### src/rtl/riscv_mem_pkg.sv
// Shared definitions for the data-memory access path: funct3 size codes,
// access-unit FSM encoding and timeout counter width.
package riscv_mem_pkg;

    localparam logic [2:0] F3_LB  = 3'b000;
    localparam logic [2:0] F3_LH  = 3'b001;
    localparam logic [2:0] F3_LW  = 3'b010;
    localparam logic [2:0] F3_LBU = 3'b100;
    localparam logic [2:0] F3_LHU = 3'b101;

    // Wide enough for the largest supported TIMEOUT (255).
    localparam int TO_CNT_W = 8;

    typedef enum logic [1:0] {
        ST_IDLE = 2'd0,
        ST_REQ  = 2'd1,
        ST_DONE = 2'd2
    } state_t;

    typedef enum logic [1:0] {
        SZ_BYTE = 2'd0,
        SZ_HALF = 2'd1,
        SZ_WORD = 2'd2
    } size_t;

    // Unused funct3 codes (011/110/111) quietly behave as word accesses.
    function automatic size_t f3_size(input logic [2:0] f3);
        case (f3)
            F3_LB, F3_LBU: return SZ_BYTE;
            F3_LH, F3_LHU: return SZ_HALF;
            F3_LW:         return SZ_WORD;
            default:       return SZ_WORD;
        endcase
    endfunction

    function automatic logic f3_unsigned(input logic [2:0] f3);
        return (f3 == F3_LBU) || (f3 == F3_LHU);
    endfunction

endpackage

### src/rtl/dmem_lane_align.sv
// Combinational lane steering: byte enables and replicated data for stores,
// byte/half extraction plus sign/zero extension for loads.
module dmem_lane_align
    import riscv_mem_pkg::*;
(
    input  logic        is_store,
    input  logic [2:0]  st_funct3,
    input  logic [1:0]  st_addr_lo,
    input  logic [31:0] st_data,
    output logic [3:0]  be,
    output logic [31:0] wdata,
    input  logic [2:0]  ld_funct3,
    input  logic [1:0]  ld_addr_lo,
    input  logic [31:0] ld_word,
    output logic [31:0] ld_data
);

    logic [7:0]  ld_byte;
    logic [15:0] ld_half;
    logic        ld_uns;

    always_comb begin
        // NOTE: every output gets a default first so no path leaves it unassigned (no latch).
        be    = 4'hF;
        wdata = st_data;
        if (is_store) begin
            case (f3_size(st_funct3))
                SZ_BYTE: begin
                    be    = 4'b0001 << st_addr_lo;
                    wdata = {4{st_data[7:0]}};
                end
                SZ_HALF: begin
                    be    = 4'b0011 << st_addr_lo;
                    wdata = {2{st_data[15:0]}};
                end
                default: begin
                    be    = 4'hF;
                    wdata = st_data;
                end
            endcase
        end
    end

    always_comb begin
        case (ld_addr_lo)
            2'd0:    ld_byte = ld_word[7:0];
            2'd1:    ld_byte = ld_word[15:8];
            2'd2:    ld_byte = ld_word[23:16];
            default: ld_byte = ld_word[31:24];
        endcase
        ld_half = ld_addr_lo[1] ? ld_word[31:16] : ld_word[15:0];
        ld_uns  = f3_unsigned(ld_funct3);

        ld_data = ld_word;
        case (f3_size(ld_funct3))
            SZ_BYTE: ld_data = ld_uns ? {24'd0, ld_byte} : {{24{ld_byte[7]}}, ld_byte};
            SZ_HALF: ld_data = ld_uns ? {16'd0, ld_half} : {{16{ld_half[15]}}, ld_half};
            default: ld_data = ld_word;
        endcase
    end

endmodule

### src/rtl/dmem_access_unit.sv
// MEM-stage data access unit with req/ack SRAM handshake, stall and timeout.
// Define DMEM_MISALIGN_TRAP_EN to trap misaligned half/word accesses instead of aligning them.
module dmem_access_unit
    import riscv_mem_pkg::*;
#(
    parameter int TIMEOUT = 255
) (
    input  logic        clk,
    input  logic        rst,
    input  logic        MemReadM,
    input  logic        MemWriteM,
    input  logic [2:0]  funct3M,
    input  logic [31:0] ALUResultM,
    input  logic [31:0] WriteDataM,
    output logic [31:0] ReadDataM,
    output logic        StallM,
    output logic        mem_req,
    output logic        mem_we,
    output logic [31:0] mem_addr,
    output logic [31:0] mem_wdata,
    output logic [3:0]  mem_be,
    input  logic        mem_ack,
    input  logic [31:0] mem_rdata,
    output logic        timeout_err,
    output logic        misalign_err
);

    localparam logic [TO_CNT_W-1:0] TO_LAST = TO_CNT_W'(TIMEOUT - 1);

    state_t              state;
    logic [TO_CNT_W-1:0] to_cnt;
    logic [2:0]          f3_q;
    logic [1:0]          addr_lo_q;
    logic                is_load_q;

    logic                access;
    logic [31:0]         addr_eff;
    logic [3:0]          st_be;
    logic [31:0]         st_wdata;
    logic [31:0]         ld_data;

    assign access = MemReadM | MemWriteM;

    // Low address bits below the access size are dropped so the lanes stay aligned.
    always_comb begin
        addr_eff = ALUResultM;
        case (f3_size(funct3M))
            SZ_HALF: addr_eff[0]   = 1'b0;
            SZ_WORD: addr_eff[1:0] = 2'b00;
            default: addr_eff      = ALUResultM;
        endcase
    end

`ifdef DMEM_MISALIGN_TRAP_EN
    logic misaligned;
    logic misalign_q;

    always_comb begin
        case (f3_size(funct3M))
            SZ_HALF: misaligned = ALUResultM[0];
            SZ_WORD: misaligned = |ALUResultM[1:0];
            default: misaligned = 1'b0;
        endcase
    end

    assign misalign_err = misalign_q;
`else
    assign misalign_err = 1'b0;
`endif

    // Stall starts in the IDLE cycle the access appears, without waiting for a clock.
    assign StallM = rst && (((state == ST_IDLE) && access) || (state == ST_REQ));

    dmem_lane_align u_lane_align (
        .is_store   (MemWriteM),
        .st_funct3  (funct3M),
        .st_addr_lo (addr_eff[1:0]),
        .st_data    (WriteDataM),
        .be         (st_be),
        .wdata      (st_wdata),
        .ld_funct3  (f3_q),
        .ld_addr_lo (addr_lo_q),
        .ld_word    (mem_rdata),
        .ld_data    (ld_data)
    );

    // NOTE: all state here is updated with non-blocking assignments so every register samples pre-edge values.
    always_ff @(posedge clk or negedge rst) begin
        if (!rst) begin
            state       <= ST_IDLE;
            to_cnt      <= '0;
            f3_q        <= '0;
            addr_lo_q   <= '0;
            is_load_q   <= 1'b0;
            ReadDataM   <= '0;
            mem_req     <= 1'b0;
            mem_we      <= 1'b0;
            mem_addr    <= '0;
            mem_wdata   <= '0;
            mem_be      <= '0;
            timeout_err <= 1'b0;
`ifdef DMEM_MISALIGN_TRAP_EN
            misalign_q  <= 1'b0;
`endif
        end else begin
            timeout_err <= 1'b0;
`ifdef DMEM_MISALIGN_TRAP_EN
            misalign_q  <= 1'b0;
`endif
            case (state)
                ST_IDLE: begin
                    if (access) begin
                        f3_q      <= funct3M;
                        addr_lo_q <= addr_eff[1:0];
                        is_load_q <= ~MemWriteM;
                        to_cnt    <= '0;
`ifdef DMEM_MISALIGN_TRAP_EN
                        if (misaligned) begin
                            misalign_q <= 1'b1;
                            ReadDataM  <= '0;
                            state      <= ST_DONE;
                        end else
`endif
                        begin
                            mem_req   <= 1'b1;
                            mem_we    <= MemWriteM;
                            mem_addr  <= {addr_eff[31:2], 2'b00};
                            mem_wdata <= st_wdata;
                            mem_be    <= st_be;
                            state     <= ST_REQ;
                        end
                    end
                end

                ST_REQ: begin
                    // An ack in the last allowed cycle still wins over the timeout.
                    if (mem_ack) begin
                        mem_req   <= 1'b0;
                        ReadDataM <= is_load_q ? ld_data : '0;
                        state     <= ST_DONE;
                    end else if (to_cnt == TO_LAST) begin
                        mem_req     <= 1'b0;
                        ReadDataM   <= '0;
                        timeout_err <= 1'b1;
                        state       <= ST_DONE;
                    end else begin
                        to_cnt <= to_cnt + 1'b1;
                    end
                end

                ST_DONE: state <= ST_IDLE;

                default: state <= ST_IDLE;
            endcase
        end
    end

endmodule

### config.mk
export PLATFORM = sky130hd
export DESIGN_NAME = dmem_access_unit
export DESIGN_NICKNAME = d
export VERILOG_FILES = /design/src/rtl/riscv_mem_pkg.sv /design/src/rtl/dmem_lane_align.sv /design/src/rtl/dmem_access_unit.sv
export SDC_FILE = /design/constraint.sdc
export NUM_CORES = 1
export LEC_CHECK = 0
export ABC_AREA = 0
export CAP_MARGIN = 15
export CORE_MARGIN = 2
export CORE_UTILIZATION = 41
export DETAILED_ROUTE_END_ITERATION = 7
export GPL_ROUTABILITY_DRIVEN = 0
export PLACE_DENSITY = 0.76
export RECOVER_POWER = 100
export SYNTH_ARGS = -nofsm -noshare
export SYNTH_HDL_FRONTEND = slang
export SYNTH_SLANG_ARGS = --single-unit
### constraint.sdc
create_clock -name clk -period 4.03 [get_ports clk]
set_input_delay 0.6045 -clock clk [delete_from_list [all_inputs] [get_ports clk]]
set_output_delay 0.6045 -clock clk [all_outputs]
set_load 0.02 [all_outputs]
==> impl_metrics.yaml <==
sta:
  fin_skew_ns: 0.01461
  worst_hold_slack_ns: 0.4660
  post-route-period-util_pct: 78.33
  finalSetupViolCount: 0
  rsz0062_at_grt: "no"
  finalMaxSlewViolations: 96
  max_clock_freq_ghz: 0.3168
  finalSetupTns_ns: 0
  hold_viol: 0
  worst_pin_slew_ns: 1.776
  relSlewSlack_pct: -19.16
  fin_crit_ns: 3.157
floorplanning:
  start_util_pct: 41.78
  die_y_um: 119.7
  die_width_um: 119.7
  num_io_pins: 209
  rows: 42
  core_um2: 13140
  dieArea_um2: 14330
critical_path:
  startpoint: "to_cnt[0]"
  r2r_start: "to_cnt[0]"
  start_kind: "register"
  rr_endpoint: "ReadDataM[5]"
  critical_path_arrival_ns: 3.50
  end_kind: "register"
  reg2reg_slack_ns: 0.87
  crit_fanout: 24
  cp.required_ns: 4.37
  worst-setup-path-type: "register to register"
  r2r_cells: 7
route:
  drt-pass1-iter-count: 6
  drt_iter0_drc: 405
  antenna_left: 0
  drt-total-wl_um: 17010
  drc: 0
  via_per_inst: 5.366
  avgRoutedWirePerCell_um: 17.64
  vias: 5173
synth:
  synth-async-reset-ratio_pct: 100.0
  synth-adder-area-share_pct: 0.4559
  synth_top_family_by_area: "simple AND/OR/NAND/NOR gates"
  synth_area_leader_cell: "dfrtp_1"
  synth_cells: 581
  synthXorXnorAreaFrac_pct: 0.1596
  yosys.cell_types.count: 48
  synth_mux_area_share_pct: 3.510
  syn_avg_cell_area_um2: 9.448
  synth_compound_area_share_pct: 14.43
  yosys_warnings: 0
  synthSimpleGateAreaFrac_pct: 24.21
  syn_area_um2: 5489
  synthTopCellsByArea: "dfrtp_1 53%, nand2_1 12%, nand3_1 3.6%, nor2b_1 3.1%, o2bb2ai_1 2.6%"
  synth-seq-cells: 117
  synth_edf_count: 0
  yosysSeqAreaShare_pct: 53.34
  synthFlopType: "dfrtp_1"
  yosysTopAreaCellShare_pct: 53.34
clock_tree:
  clkTransAtPathRegs_ns: 0.06
  cts_max_level: 4
  clock_sinks: 117
  post_cts_resized: 0
  clk_path_buf_depth: 2
  clk_latency_ns: 0.42
  cts_made_buffers: 17
  cts-root-buf: "clkbuf_16"
  hold_buffers: 0
  tritoncts: "yes"
  cts_setup_buffers: 0
global_route:
  grt_pass1_wl_um: 27640
  grt_pass1_vias: 5430
  antenna_found_initial: 0
  grt_max_degree: 69
  grt_overflow: 0
  grt.total_usage_pct: 24.70
power:
  cellPowerDensity_nw_per_um2: 790.7
  p_leak_nw: 3.895
  vdd_drop_max_mv: 0.4357
  combPwrFrac_pct: 42.6
  switching_share_pct: 38.11
  power_frac_seq_pct: 30.8
  p_clk_share_pct: 26.6
  p_int_mw: 4.060
  p_total_mw: 6.560
  p_switching_mw: 2.500
final_layout:
  area_delta_synth_final_pct: 51.15
  antenna-diode-count: 0
  nets: 881
  post-route-util_pct: 63.15
  final_cells: 964
  final_common_cell: "nand2_1"
  drive_gt1_share_pct: 6.726
  mostFrequentLayoutCells: "171 x nand2_1, 117 x dfrtp_1, 103 x dlygate4sd3_1, 101 x clkdlybuf4s50_1, 40 x nand3_1"
run_status:
  status: "finished with violations"
  violations: "capacitance limit, slew limit"
place:
  portBuffers: 205
  place_inst: 932
  hpwl_um: 12070
worst_hold_path:
  hp-class: "input port to async pin"
job:
  maxCapViolations: 2
[cell families (layout without fill, tap and decap cells)]
logic type / Yosys count / count (layout)
AO/OA/AOI/OAI: 109 / 109
XOR/XNOR: 1 / 1
adder cells (fa/ha/maj): 2 / 2
buffers and inverters: 46 / 251
flip-flops: 117 / 117
multiplexers: 18 / 18
other: 1 / 3
AND/OR/NAND/NOR: 287 / 287
[power by group through the flow]
stage          clock network [mW]  registers (mW)  logic [mW]
3_3_place_gp                    0            2.02        2.92
6_report                     1.74            2.02        2.79
5_1_grt                      1.82            2.09        3.03
2_1_floorplan                   0            2.50        1.14
3_5_place_dp                    0            2.05        2.99
4_1_cts                      1.76            2.05        3.00
[cell type report]
| class | instances | area, µm² |
|---|---|---|
| clock inverter | 7 | 162.7 |
| multi-input combinational | 420 | 2337 |
| fill | 1089 | 4841 |
| timing repair buffer | 214 | 2105 |
| clock buffer | 25 | 525.5 |
| inverter | 5 | 18.77 |
| tap | 176 | 220.2 |
| sequential | 117 | 2928 |
[layer usage]
layer / routed length [µm] / global-route usage [%] / up-vias
li1: - / - / 2391
met1: 6983 / 29.04 / 2511
met2: 7987 / 39.93 / 246
met3: 1732 / 10.65 / 25
met4: 303 / 9.706 / 0
met5: 0 / 0 / -
[per-stage QoR]
stage | setup WS (ns) | cell area, µm²
4_1_cts | 1.147 | 8347
3_3_place_gp | 1.232 | 7659
6_report | 0.8734 | 8297
3_5_place_dp | 1.227 | 7659
2_1_floorplan | 2.037 | 5497
5_1_grt | 0.5621 | 8297
[worst max-delay path by stage]
stage,end,depth (start not counted),slack (ns)
after floorplan,StallM,5,2.04
after global placement,StallM,4,1.23
after detailed placement,StallM,4,1.23
after CTS,StallM,4,1.15
after global routing,mem_req,7,0.56
final,ReadDataM[5],7,0.87
[flip-flops by register name (all words and copies together) (netlist names)]
signal       count
mem_we           1
timeout_err      1
addr_lo_q        2
is_load_q        1
mem_addr        30
ReadDataM       32
state            2
mem_req          1
f3_q             3
mem_wdata       32
mem_be           4
to_cnt           8
[cell usage after synthesis (all sizes together), types with 3 or more instances]
master   instances
nor3b            6
a31oi            3
nor3             4
a211o            9
clkbuf          20
nor2            14
o21bai          13
nand2          171
mux2i            8
o2bb2ai         16
inv              5
dfrtp          117
or4              3
nor2b           27
a32o             7
nand3           40
a222oi           6
o31ai            3
and2             6
o21ai           22
buf             21
a21oi           16
a211oi           6
nand2b           4
mux2            10
[critical path, stage by stage, from the launching register on]
cell and delay, ns:
dfrtp_1 0.44, inv_1 0.07, ha_1 0.20, nand4_1 0.14
nor2_1 0.06, o21ai_0 0.95, clkbuf_1 0.97, a32o_1 0.22
No activity file was read; power rests on OpenSTA's default activity.
==> edit (same flow settings) <==
The package constant `TO_CNT_W` goes from 8 to 10.
--- a/src/rtl/riscv_mem_pkg.sv
+++ b/src/rtl/riscv_mem_pkg.sv
@@ -10,5 +10,5 @@
 
     // Wide enough for the largest supported TIMEOUT (255).
-    localparam int TO_CNT_W = 8;
+    localparam int TO_CNT_W = 10;
 
     typedef enum logic [1:0] {
Behaviour: same outputs for any inputs over 4 cycles, from zero or initial values and one cycle with rst low; that may be too few to reach the edited logic, so the function may still have changed.
==> edit against the unedited design <==
Synthesized area grew 1.2%; register-to-register slack gained 0.30 ns; critical endpoint is now ReadDataM[17]; cell area is 0.17% higher; worst setup slack worse by 0.070 ns; the flow still finishes with violations (max-capacitance violations, max-slew violations); total power decreased by 1.0%; sequential cell count up 2; final cell count is 2.3% lower; routed wire length shrank 1.7%.
==> edit: results (changes against the unedited design) <==
compound-gate portion of the synthesized area: 16.20% (was 14.43%)
placed cells: 910 (was 932)
DRT met1 WL: 6577 um (was 6983 um)
reg2reg setup slack: 1.17 ns (was 0.87 ns)
share of cells above drive strength 1: 6.789% (was 6.726%)
status: complete, but fails checks (unchanged)
Worst EP arrival: 3.57 ns (was 3.50 ns)
delay-heaviest family, CP: buffers and inverters (was compound AO/OA/AOI/OAI gates)
global-route wire length before repair: 26590 um (was 27640 um)
skew final: 0.006835 ns (was 0.01461 ns)
Rel. slew slack: -17.09% (was -19.16%)
max_cap viols: 2 (unchanged)
Leak: 3.893 nW (was 3.895 nW)
top post-synthesis cells by area: dfrtp_1 54%, nand2_1 11%, a221o_1 4.3%, nand3_1 3.6%, mux2_2 1.8% (was dfrtp_1 53%, nand2_1 12%, nand3_1 3.6%, nor2b_1 3.1%, o2bb2ai_1 2.6%)
Cells after Synth: 563 (was 581)
CP peak stage delay: 1.02 ns (was 0.97 ns)
Worst setup endpoint: ReadDataM[17] (was ReadDataM[5])
Area Overhead vs Synth: 49.66% (was 51.15%)
Yosys cell types: 57 (was 48)
final hold slack: 0.4316 ns (was 0.4660 ns)
DR pass1 iterations: 5 (was 6)
Slew Limit Fails: 92 (was 96)
failing checks: max-capacitance violations, max-slew violations (unchanged)
Worst Path Max Fanout: 17 (was 24)
Max VDD drop: 0.4520 mV (was 0.4357 mV)
Place WS: 1.281 ns (was 1.227 ns)
Filler Cells Inserted: 1070 (was 1089)
vias in the first global route: 5178 (was 5430)
WL met2: 8007 um (was 7987 um)
Post-synth top cells: 165 x nand2_1, 119 x dfrtp_1, 40 x nand3_1, 24 x a221o_1, 23 x clkbuf_1 (was 171 x nand2_1, 117 x dfrtp_1, 40 x nand3_1, 27 x nor2b_1, 20 x clkbuf_1)
area of placed instances: 7696 um2 (was 7659 um2)
metal3 WL: 1859 um (was 1732 um)
Reg2Reg Depth: 5 (was 7)
FF-to-FF Start: state[1] (was to_cnt[0])
[edit: cell types whose count changed in the layout (fill, tap and decap cells not counted), moves of 5 or more]
cell / change
a211oi_1: -5
a21o_1: +7
a21oi_1: -5
a221o_1: +24
a222oi_1: -6
a22o_1: +8
a32o_1: -7
nand2_1: -6
nor2b_1: -19
o21ai_0: -5
o21bai_1: -13
o2bb2ai_1: -8
o31ai_1: +10
[edit: worst register-to-register path: cells and delay by family (launching register included)]
kind | cells | cell delay [ns]
AO/OA/AOI/OAI | 2 | 1.26
buffers and inverters | 1 | 0.59
AND/OR/NAND/NOR | 2 | 0.48
flip-flops | 1 | 0.46
[edit: final cells by class]
class                      instances  share of cell area, %
tap                              176                  2.650
clock buffer                      26                  6.369
timing repair buffer             212                  25.29
multi-input combinational        397                  27.97
clock inverter                     6                  1.611
inverter                           6                 0.2710
sequential                       119                  35.83
[edit: routing by layer]
| metal | GRT usage (%) | vias up |
|---|---|---|
| met5 | 0 | - |
| met4 | 8.866 | 0 |
| met3 | 10.85 | 23 |
| met2 | 37.99 | 228 |
| met1 | 27.95 | 2510 |
| li1 | - | 2371 |
[edit: where the power goes]
group | leakage [nW] | internal (mW) | switching (mW)
registers | 1.50 | 1.69 | 0.362
clock network | 0.327 | 1.15 | 0.527
logic | 2.07 | 1.18 | 1.59
[edit: cell families (layout without fill, tap and decap cells)]
family	after synthesis	after routing
AND/OR/NAND/NOR	258	258
multiplexers	19	19
adder cells (fa/ha/maj)	2	2
buffers and inverters	49	250
AO/OA/AOI/OAI	114	114
other	1	3
XOR/XNOR	1	1
flip-flops	119	119
